`src/rtl/cache_fill_if.sv`:
```
// Miss/fill bundle between the caches, the fill controller and the RAM controller.
//   master : fill controller (issues memory reads, writes cache data arrays)
//   slave  : cache + memory side (raises misses, returns read data)
//   Miss inputs:  i/d_cache_miss, i/d_cache_miss_address
//   Memory side:  mem_enable, mem_address (requests); mem_data_valid, mem_data_out (returns)
//   Fill side:    fill_data, fill_word, i/d_fill_write, i/d_fill_done
interface cache_fill_if #(
  parameter int unsigned WORDS_PER_BLOCK = 8
);
  localparam int unsigned WORD_IDX_W = $clog2(WORDS_PER_BLOCK);

  logic                  i_cache_miss;
  logic [15:0]           i_cache_miss_address;
  logic                  d_cache_miss;
  logic [15:0]           d_cache_miss_address;
  logic                  mem_enable;
  logic [15:0]           mem_address;
  logic                  mem_data_valid;
  logic [15:0]           mem_data_out;
  logic [15:0]           fill_data;
  logic [WORD_IDX_W-1:0] fill_word;
  logic                  i_fill_write;
  logic                  d_fill_write;
  logic                  i_fill_done;
  logic                  d_fill_done;

  modport master (
    input  i_cache_miss, i_cache_miss_address, d_cache_miss, d_cache_miss_address,
    input  mem_data_valid, mem_data_out,
    output mem_enable, mem_address,
    output fill_data, fill_word, i_fill_write, d_fill_write, i_fill_done, d_fill_done
  );

  modport slave (
    output i_cache_miss, i_cache_miss_address, d_cache_miss, d_cache_miss_address,
    output mem_data_valid, mem_data_out,
    input  mem_enable, mem_address,
    input  fill_data, fill_word, i_fill_write, d_fill_write, i_fill_done, d_fill_done
  );
endinterface

```
`src/rtl/cache_fill_controller.sv`:
```
// Cache miss handler: arbitrates I/D misses (D first), reads the missing block as
// WORDS_PER_BLOCK back-to-back word requests, streams returned words into the owning
// cache with their word index, then pulses that cache's done strobe for one cycle.
// Returns are counted, not timed, so any fixed memory latency works.
//   clk, rst_n : clock, asynchronous active-low reset
//   bus        : cache_fill_if master (miss inputs, memory request/return, fill outputs)
// mem_enable/mem_address/*_fill_done are registered; fill_data/fill_word/*_fill_write
// follow mem_data_valid combinationally.
module cache_fill_controller #(
  parameter int unsigned WORDS_PER_BLOCK = 8
) (
  input  logic         clk,
  input  logic         rst_n,
  cache_fill_if.master bus
);

  localparam int unsigned ADDR_W = 16;
  localparam int unsigned IDX_W  = $clog2(WORDS_PER_BLOCK);
  localparam int unsigned CNT_W  = IDX_W + 1;

  localparam logic [CNT_W-1:0]  LAST_CNT  = CNT_W'(WORDS_PER_BLOCK - 1);
  localparam logic [CNT_W-1:0]  FULL_CNT  = CNT_W'(WORDS_PER_BLOCK);
  localparam logic [ADDR_W-1:0] BASE_MASK = ~ADDR_W'(2 * WORDS_PER_BLOCK - 1);

  typedef enum logic [1:0] {
    IDLE    = 2'd0,
    REQUEST = 2'd1,
    DRAIN   = 2'd2,
    DONE    = 2'd3
  } state_e;

  state_e             state_q, state_d;
  logic               owner_is_d_q, owner_is_d_d;
  logic [ADDR_W-1:0]  base_q, base_d;
  logic [CNT_W-1:0]   req_cnt_q, req_cnt_d;
  logic [CNT_W-1:0]   rsp_cnt_q, rsp_cnt_d;
  logic               mem_enable_q, mem_enable_d;
  logic [ADDR_W-1:0]  mem_address_q, mem_address_d;
  logic               i_fill_done_q, i_fill_done_d;
  logic               d_fill_done_q, d_fill_done_d;
  logic               accept_c;

  // A return is consumed only while a fill is outstanding and words are still owed.
  assign accept_c = bus.mem_data_valid
                  && ((state_q == REQUEST) || (state_q == DRAIN))
                  && (rsp_cnt_q != FULL_CNT);

  // Next-state, counters and next registered outputs.
  always_comb begin
    state_d      = state_q;
    owner_is_d_d = owner_is_d_q;
    base_d       = base_q;
    req_cnt_d    = req_cnt_q;
    rsp_cnt_d    = rsp_cnt_q;

    unique case (state_q)
      IDLE: begin
        if (bus.d_cache_miss) begin
          owner_is_d_d = 1'b1;
          base_d       = bus.d_cache_miss_address & BASE_MASK;
          req_cnt_d    = '0;
          rsp_cnt_d    = '0;
          state_d      = REQUEST;
        end else if (bus.i_cache_miss) begin
          owner_is_d_d = 1'b0;
          base_d       = bus.i_cache_miss_address & BASE_MASK;
          req_cnt_d    = '0;
          rsp_cnt_d    = '0;
          state_d      = REQUEST;
        end
      end
      REQUEST: begin
        req_cnt_d = req_cnt_q + CNT_W'(1);
        if (req_cnt_q == LAST_CNT) begin
          state_d = DRAIN;
        end
      end
      DRAIN: begin
        state_d = DRAIN;
      end
      DONE: begin
        state_d = IDLE;
      end
      default: begin
        state_d = IDLE;
      end
    endcase

    // Final return ends the fill regardless of whether requests are still issuing.
    if (accept_c) begin
      rsp_cnt_d = rsp_cnt_q + CNT_W'(1);
      if (rsp_cnt_q == LAST_CNT) begin
        state_d = DONE;
      end
    end

    // Registered outputs are decoded from the state being entered.
    mem_enable_d  = (state_d == REQUEST);
    mem_address_d = mem_enable_d ? (base_d + (ADDR_W'(req_cnt_d) << 1)) : '0;
    i_fill_done_d = (state_d == DONE) && !owner_is_d_d;
    d_fill_done_d = (state_d == DONE) &&  owner_is_d_d;
  end

  // State and output registers.
  always_ff @(posedge clk or negedge rst_n) begin
    if (!rst_n) begin
      state_q       <= IDLE;
      owner_is_d_q  <= 1'b0;
      base_q        <= '0;
      req_cnt_q     <= '0;
      rsp_cnt_q     <= '0;
      mem_enable_q  <= 1'b0;
      mem_address_q <= '0;
      i_fill_done_q <= 1'b0;
      d_fill_done_q <= 1'b0;
    end else begin
      state_q       <= state_d;
      owner_is_d_q  <= owner_is_d_d;
      base_q        <= base_d;
      req_cnt_q     <= req_cnt_d;
      rsp_cnt_q     <= rsp_cnt_d;
      mem_enable_q  <= mem_enable_d;
      mem_address_q <= mem_address_d;
      i_fill_done_q <= i_fill_done_d;
      d_fill_done_q <= d_fill_done_d;
    end
  end

  assign bus.mem_enable   = mem_enable_q;
  assign bus.mem_address  = mem_address_q;
  assign bus.i_fill_done  = i_fill_done_q;
  assign bus.d_fill_done  = d_fill_done_q;

  // Returned word goes straight through to the owning cache.
  assign bus.fill_data    = bus.mem_data_out;
  assign bus.fill_word    = accept_c ? IDX_W'(rsp_cnt_q) : '0;
  assign bus.i_fill_write = accept_c && !owner_is_d_q;
  assign bus.d_fill_write = accept_c &&  owner_is_d_q;

endmodule

```
`src/flat_wrapper.sv`:
```
// flat-port wrapper written by rule: the top's interface ports become plain ports
module cache_fill_controller_flat 
#(
  parameter int unsigned WORDS_PER_BLOCK = 8
)
  (clk, rst_n, bus_i_cache_miss, bus_i_cache_miss_address, bus_d_cache_miss, bus_d_cache_miss_address, bus_mem_data_valid, bus_mem_data_out, bus_mem_enable, bus_mem_address, bus_fill_data, bus_fill_word, bus_i_fill_write, bus_d_fill_write, bus_i_fill_done, bus_d_fill_done);
  cache_fill_if #(.WORDS_PER_BLOCK(WORDS_PER_BLOCK)) bus_i ();
  input  logic clk;
  input  logic rst_n;
  input wire logic [$bits(bus_i.i_cache_miss)-1:0] bus_i_cache_miss;
  input wire logic [$bits(bus_i.i_cache_miss_address)-1:0] bus_i_cache_miss_address;
  input wire logic [$bits(bus_i.d_cache_miss)-1:0] bus_d_cache_miss;
  input wire logic [$bits(bus_i.d_cache_miss_address)-1:0] bus_d_cache_miss_address;
  input wire logic [$bits(bus_i.mem_data_valid)-1:0] bus_mem_data_valid;
  input wire logic [$bits(bus_i.mem_data_out)-1:0] bus_mem_data_out;
  output wire logic [$bits(bus_i.mem_enable)-1:0] bus_mem_enable;
  output wire logic [$bits(bus_i.mem_address)-1:0] bus_mem_address;
  output wire logic [$bits(bus_i.fill_data)-1:0] bus_fill_data;
  output wire logic [$bits(bus_i.fill_word)-1:0] bus_fill_word;
  output wire logic [$bits(bus_i.i_fill_write)-1:0] bus_i_fill_write;
  output wire logic [$bits(bus_i.d_fill_write)-1:0] bus_d_fill_write;
  output wire logic [$bits(bus_i.i_fill_done)-1:0] bus_i_fill_done;
  output wire logic [$bits(bus_i.d_fill_done)-1:0] bus_d_fill_done;
  assign bus_i.i_cache_miss = bus_i_cache_miss;
  assign bus_i.i_cache_miss_address = bus_i_cache_miss_address;
  assign bus_i.d_cache_miss = bus_d_cache_miss;
  assign bus_i.d_cache_miss_address = bus_d_cache_miss_address;
  assign bus_i.mem_data_valid = bus_mem_data_valid;
  assign bus_i.mem_data_out = bus_mem_data_out;
  assign bus_mem_enable = bus_i.mem_enable;
  assign bus_mem_address = bus_i.mem_address;
  assign bus_fill_data = bus_i.fill_data;
  assign bus_fill_word = bus_i.fill_word;
  assign bus_i_fill_write = bus_i.i_fill_write;
  assign bus_d_fill_write = bus_i.d_fill_write;
  assign bus_i_fill_done = bus_i.i_fill_done;
  assign bus_d_fill_done = bus_i.d_fill_done;
  cache_fill_controller #(.WORDS_PER_BLOCK(WORDS_PER_BLOCK)) u_core (.clk(clk), .rst_n(rst_n), .bus(bus_i));
endmodule
```
`config.mk`:
```
export PLATFORM = sky130hd
export DESIGN_NAME = cache_fill_controller_flat
export DESIGN_NICKNAME = d
export VERILOG_FILES = /design/src/rtl/cache_fill_if.sv /design/src/rtl/cache_fill_controller.sv /design/src/flat_wrapper.sv
export SDC_FILE = /design/constraint.sdc
export NUM_CORES = 1
export LEC_CHECK = 0
export CORE_ASPECT_RATIO = 1.25
export CORE_MARGIN = 2
export CORE_UTILIZATION = 45
export DETAILED_ROUTE_END_ITERATION = 10
export GPL_ROUTABILITY_DRIVEN = 0
export PLACE_DENSITY_LB_ADDON = 0.1
export SETUP_SLACK_MARGIN = 0.1
export SYNTH_ARGS = -nofsm -noshare
export SYNTH_HDL_FRONTEND = slang
export SYNTH_SLANG_ARGS = --single-unit
export TNS_END_PERCENT = 1
```
`constraint.sdc`:
```
create_clock -name clk -period 3.3 [get_ports clk]
set_input_delay 0.825 -clock clk [delete_from_list [all_inputs] [get_ports clk]]
set_output_delay 0.825 -clock clk [all_outputs]
set_load 0.03 [all_outputs]
```
==> metrics.md <==
| Metric | Value |
|---|---|
| Filler Cell Count | `497` |
| Syn avg cell area | `10.0 µm²` |
| CTS tree | `done` |
| Met1 Usage GRT | `between 20% and 30%` |
| Maximum clock path buffer count | `2` |
| GRT Max-Usage Layer | `met2` |
| Final worst setup slack | `0.216 ns` |
| Internal | `1790 µW` |
| Post-synthesis compound-gate area fraction | `approximately a fifth` |
| CP top delay family | `buffers and inverters` |
| Hold Path Cell Cnt | `1` |
| Startpoint Class | `input pin` |
| Worst hold slack | `0.485 ns` |
| Fin. max-slew vios | `0` |
| Switch share | `~42%` |
| Initial Util | `46.9%` |
| Count leader, synth | `dfrtp_1` |
| Via count | `roughly 2000` |
| Status | `finished, final reports clean` |
| Commonest cells in the netlist | `dfrtp_1 (46), nor2_1 (24), buf_4 (19)` |
| # setup viols final | `0` |
| GRT Overall Usage | `a little under a fifth` |
| Most frequent cell on the critical path | `clkdlybuf4s50_1` |
| Tightest Hold Check Type | `register to register` |
| DRT Pass-1 Iters | `4` |
| Post-synthesis mux area share | `0.973%` |
| Die W | `roughly 72 µm` |
| Final net count | `388` |
| GRT met2 Usage | `31.3%` |
| Ports | `slightly above 90` |
| Root Driver | `clkbuf_8` |
| Number of global-route vias before repair | `2025` |
| Register area share after synthesis | `44.8%` |
| Data arrival, critical path | `2.26 ns` |
| Peak Freq | `roughly 0.32 GHz` |
| Combinational family with the most area after synthesis | `compound AO/OA/AOI/OAI gates` |
| CTS clk-pin slew, worst paths | `~0.080 ns` |
| CP peak stage delay | `0.68 ns` |
| R2r endpoint | `u_core.bus.mem_address[15]$_DFF_PN0_` |
| Share of the synthesized area in the top cell type | `roughly 45%` |
| Synth Cell Area | `2570 µm²` |
| Clk_lat worst skew | `0.30 ns` |
| Reg power frac | `27.9%` |
| Post-synth top area cell | `dfrtp_1` |
| Post-Synth XOR/XNOR Area | `3.41%` |
| Net switching power | `1310 µW` |
| Residual DRC | `0` |
| Area growth from synthesis to layout | `31.9%` |
| Total of max-cap violations | `0` |
| FP Rows | `30` |
| Netlist cell types | `50` |
| Grt total ovfl | `0` |
| Dpl cell area | `3220 µm²` |
| Worst-Margin Slew | `0.999 ns` |
| Critical path, cell by cell | `clkdlybuf4s50_1 > nand2_1 > buf_4 > nor2_1 > clkdlybuf4s50_1` |
| ANT nets after route | `0` |
| Slowest CP cell | `clkdlybuf4s50_1` |
| Final Skew | `0.00673 ns` |
| Design area | `3390 µm²` |
| Worst path bufs/invs | `3` |
| DPL Wire Length | `4120 µm` |
| GRT met3 Usage | `3.19%` |
| Pwr dens | `around 900 nW/µm²` |
| Hold path startpoint | `u_core.base_q[0]$_DFF_PN0_` |
| Vias per Instance | `5.16` |
| Asr flop ratio synth | `100%` |
| CORE AREA | `5480 µm²` |
| Synthesis Warnings | `0` |
| 1st-iter DRT viols | `101` |
| Die Y | `slightly below 90 µm` |
| WL final | `5440 µm` |
| Antenna violations before repair | `0` |
| Clock Power Share | `13.2%` |
| Reg2Reg Depth | `13` |
| Global-route wire length before repair | `9490 µm` |
| Setup WS pre-CTS | `-0.272 ns` |
| Syn Nets | `roughly 320` |
| Die Area | `6340 µm²` |
| Top FF cell, synth | `dfrtp_1` |
| Largest net degree at the start of global routing | `47` |
| I/O Buffers | `52` |
| Simple-gate share of the synthesized area | `16.7%` |
| Sink Count | `46` |
| CP required | `2.47 ns` |
| H-tree depth | `2` |
| Max_slew headroom | `33.4%` |
| Reg-to-reg setup timing slack | `0.34 ns` |
| EDFF count, synth | `0` |
| Syn Inst Count | `256` |
| Unrepaired setup endpoints after global routing | `false` |
| Worst Setup End Kind | `output port` |
| Crit-path max FO | `3` |
| Post-synthesis register bit count | `46` |
| Share of cells above drive strength 1 | `a little under a fifth` |
| Comb pwr share | `58.9%` |
| Diode count | `0` |
| Total CTS buffers | `5` |
| Leak pwr | `roughly 0.0016 µW` |
| Largest cells by area after synthesis | `dfrtp_1 (45%), buf_4 (5.5%), ha_1 (5.4%)` |
| Final Hold Vio Count | `0` |
| Reg2reg start | `u_core.state_q[0]$_DFF_PN0_` |
| Peak supply drop | `around 0.44 mV` |
| Fin crit period | `3.08 ns` |
| Period utilization | `between 90% and 100%` |
| Post-Synth Adder-Cell Area | `under 10%` |
| CP Class | `input pin to output port` |
| WHS Endpoint | `u_core.base_q[0]$_DFF_PN0_` |
| Routed length per instance | `14.0 µm` |
==> power groups by stage <==
stage / logic (µW) / clock network [µW] / registers [µW]
global placement: 1750 / 0 / 868
floorplan: 1040 / 0 / 997
finish: 1820 / 410 / 863
global route: 2040 / 451 / 883
CTS: 1790 / 425 / 863
detailed placement: 1760 / 0 / 872
==> metal layers <==
metal  vias to the layer above  share of wire, %
met2                        49                47
met1                       931                46
met5                         -                 0
li1                       1014                 -
met3                         8               4.8
met4                         0               1.6
==> logic make-up after synthesis <==
group / after synthesis
simple gates: 82
compound gates: 65
flops: 46
buf+inv: 39
fa+ha+maj: 12
xor+xnor: 10
mux: 2
==> stage by stage <==
stage	util, %	TNS (ns)	std cells	power (µW)
global route	61.9	0	388	3370
detailed placement	58.7	-1.63	378	2640
global placement	58.7	-1.40	378	2610
CTS	60.8	0	386	3080
finish	61.9	0	388	3100
floorplan	-	0	256	2040
==> worst max path at each step <==
stage / startpoint / to / slack (ns) / depth (start not counted)
after floorplan: bus_i_cache_miss / u_core.bus.mem_address[15]$_DFF_PN0_ / 0.15 / 12
after global placement: bus_i_cache_miss / u_core.bus.mem_address[15]$_DFF_PN0_ / -0.26 / 11
after detailed placement: bus_d_cache_miss / u_core.bus.mem_address[12]$_DFF_PN0_ / -0.27 / 12
after CTS: bus_mem_data_valid / bus_fill_word[1] / 0.07 / 5
after global routing: bus_mem_data_valid / bus_fill_word[2] / 0.15 / 5
final: bus_mem_data_valid / bus_fill_word[2] / 0.22 / 5
==> registers in the layout, indices dropped and copies added (netlist names) <==
register	cells
u_core.state_q	2
u_core.bus.mem_address	16
u_core.bus.d_fill_done	1
u_core.base_q	16
u_core.rsp_cnt_q	4
u_core.bus.mem_enable	1
u_core.owner_is_d_q	1
u_core.req_cnt_q	4
u_core.bus.i_fill_done	1
==> final cells by class <==
cell class / count / area (µm²) / area share (%)
well taps: 64 / 80.1 / 2.36
multi-input cells: 171 / 1230 / 36.4
inverters: 16 / 60.1 / 1.77
repair buffers: 83 / 758 / 22.4
clock inverters: 1 / 30.0 / 0.886
clock buffers: 7 / 76.3 / 2.25
flip-flops and latches: 46 / 1150 / 33.9
==> worst register-to-register path: stages (launching register included) <==
cell and delay [ns]:
dfrtp_1 0.40, inv_1 0.12, ha_1 0.31, buf_4 0.23
nor2_2 0.07, a221oi_4 0.29, inv_1 0.07, ha_1 0.29
a21o_1 0.13, a21oi_2 0.08, a211oi_4 0.19, nand3_2 0.12
or4_1 0.41, a21oi_1 0.16
==> timing repair <==
action,CTS,global route
pin swaps,0,2
hold buffers,0,0
gates resized for setup,3,10
buffers inserted,0,2
setup endpoints to repair,6,10
==> cell usage in the layout (no fill, tap or decap), drive strengths merged, types with 4 or more instances in the layout <==
master	count
o21ai	15
buf	33
a21oi	12
clkdlybuf4s50	45
nand3	5
dlymetal6s2s	4
dfrtp	46
inv	16
a21o	5
nor2	25
xor2	6
and2	15
xnor2	4
clkbuf	7
ha	11
nand4	4
a22o	14
or3	4
nand2	14
No activity file was read; power rests on OpenSTA's default activity.
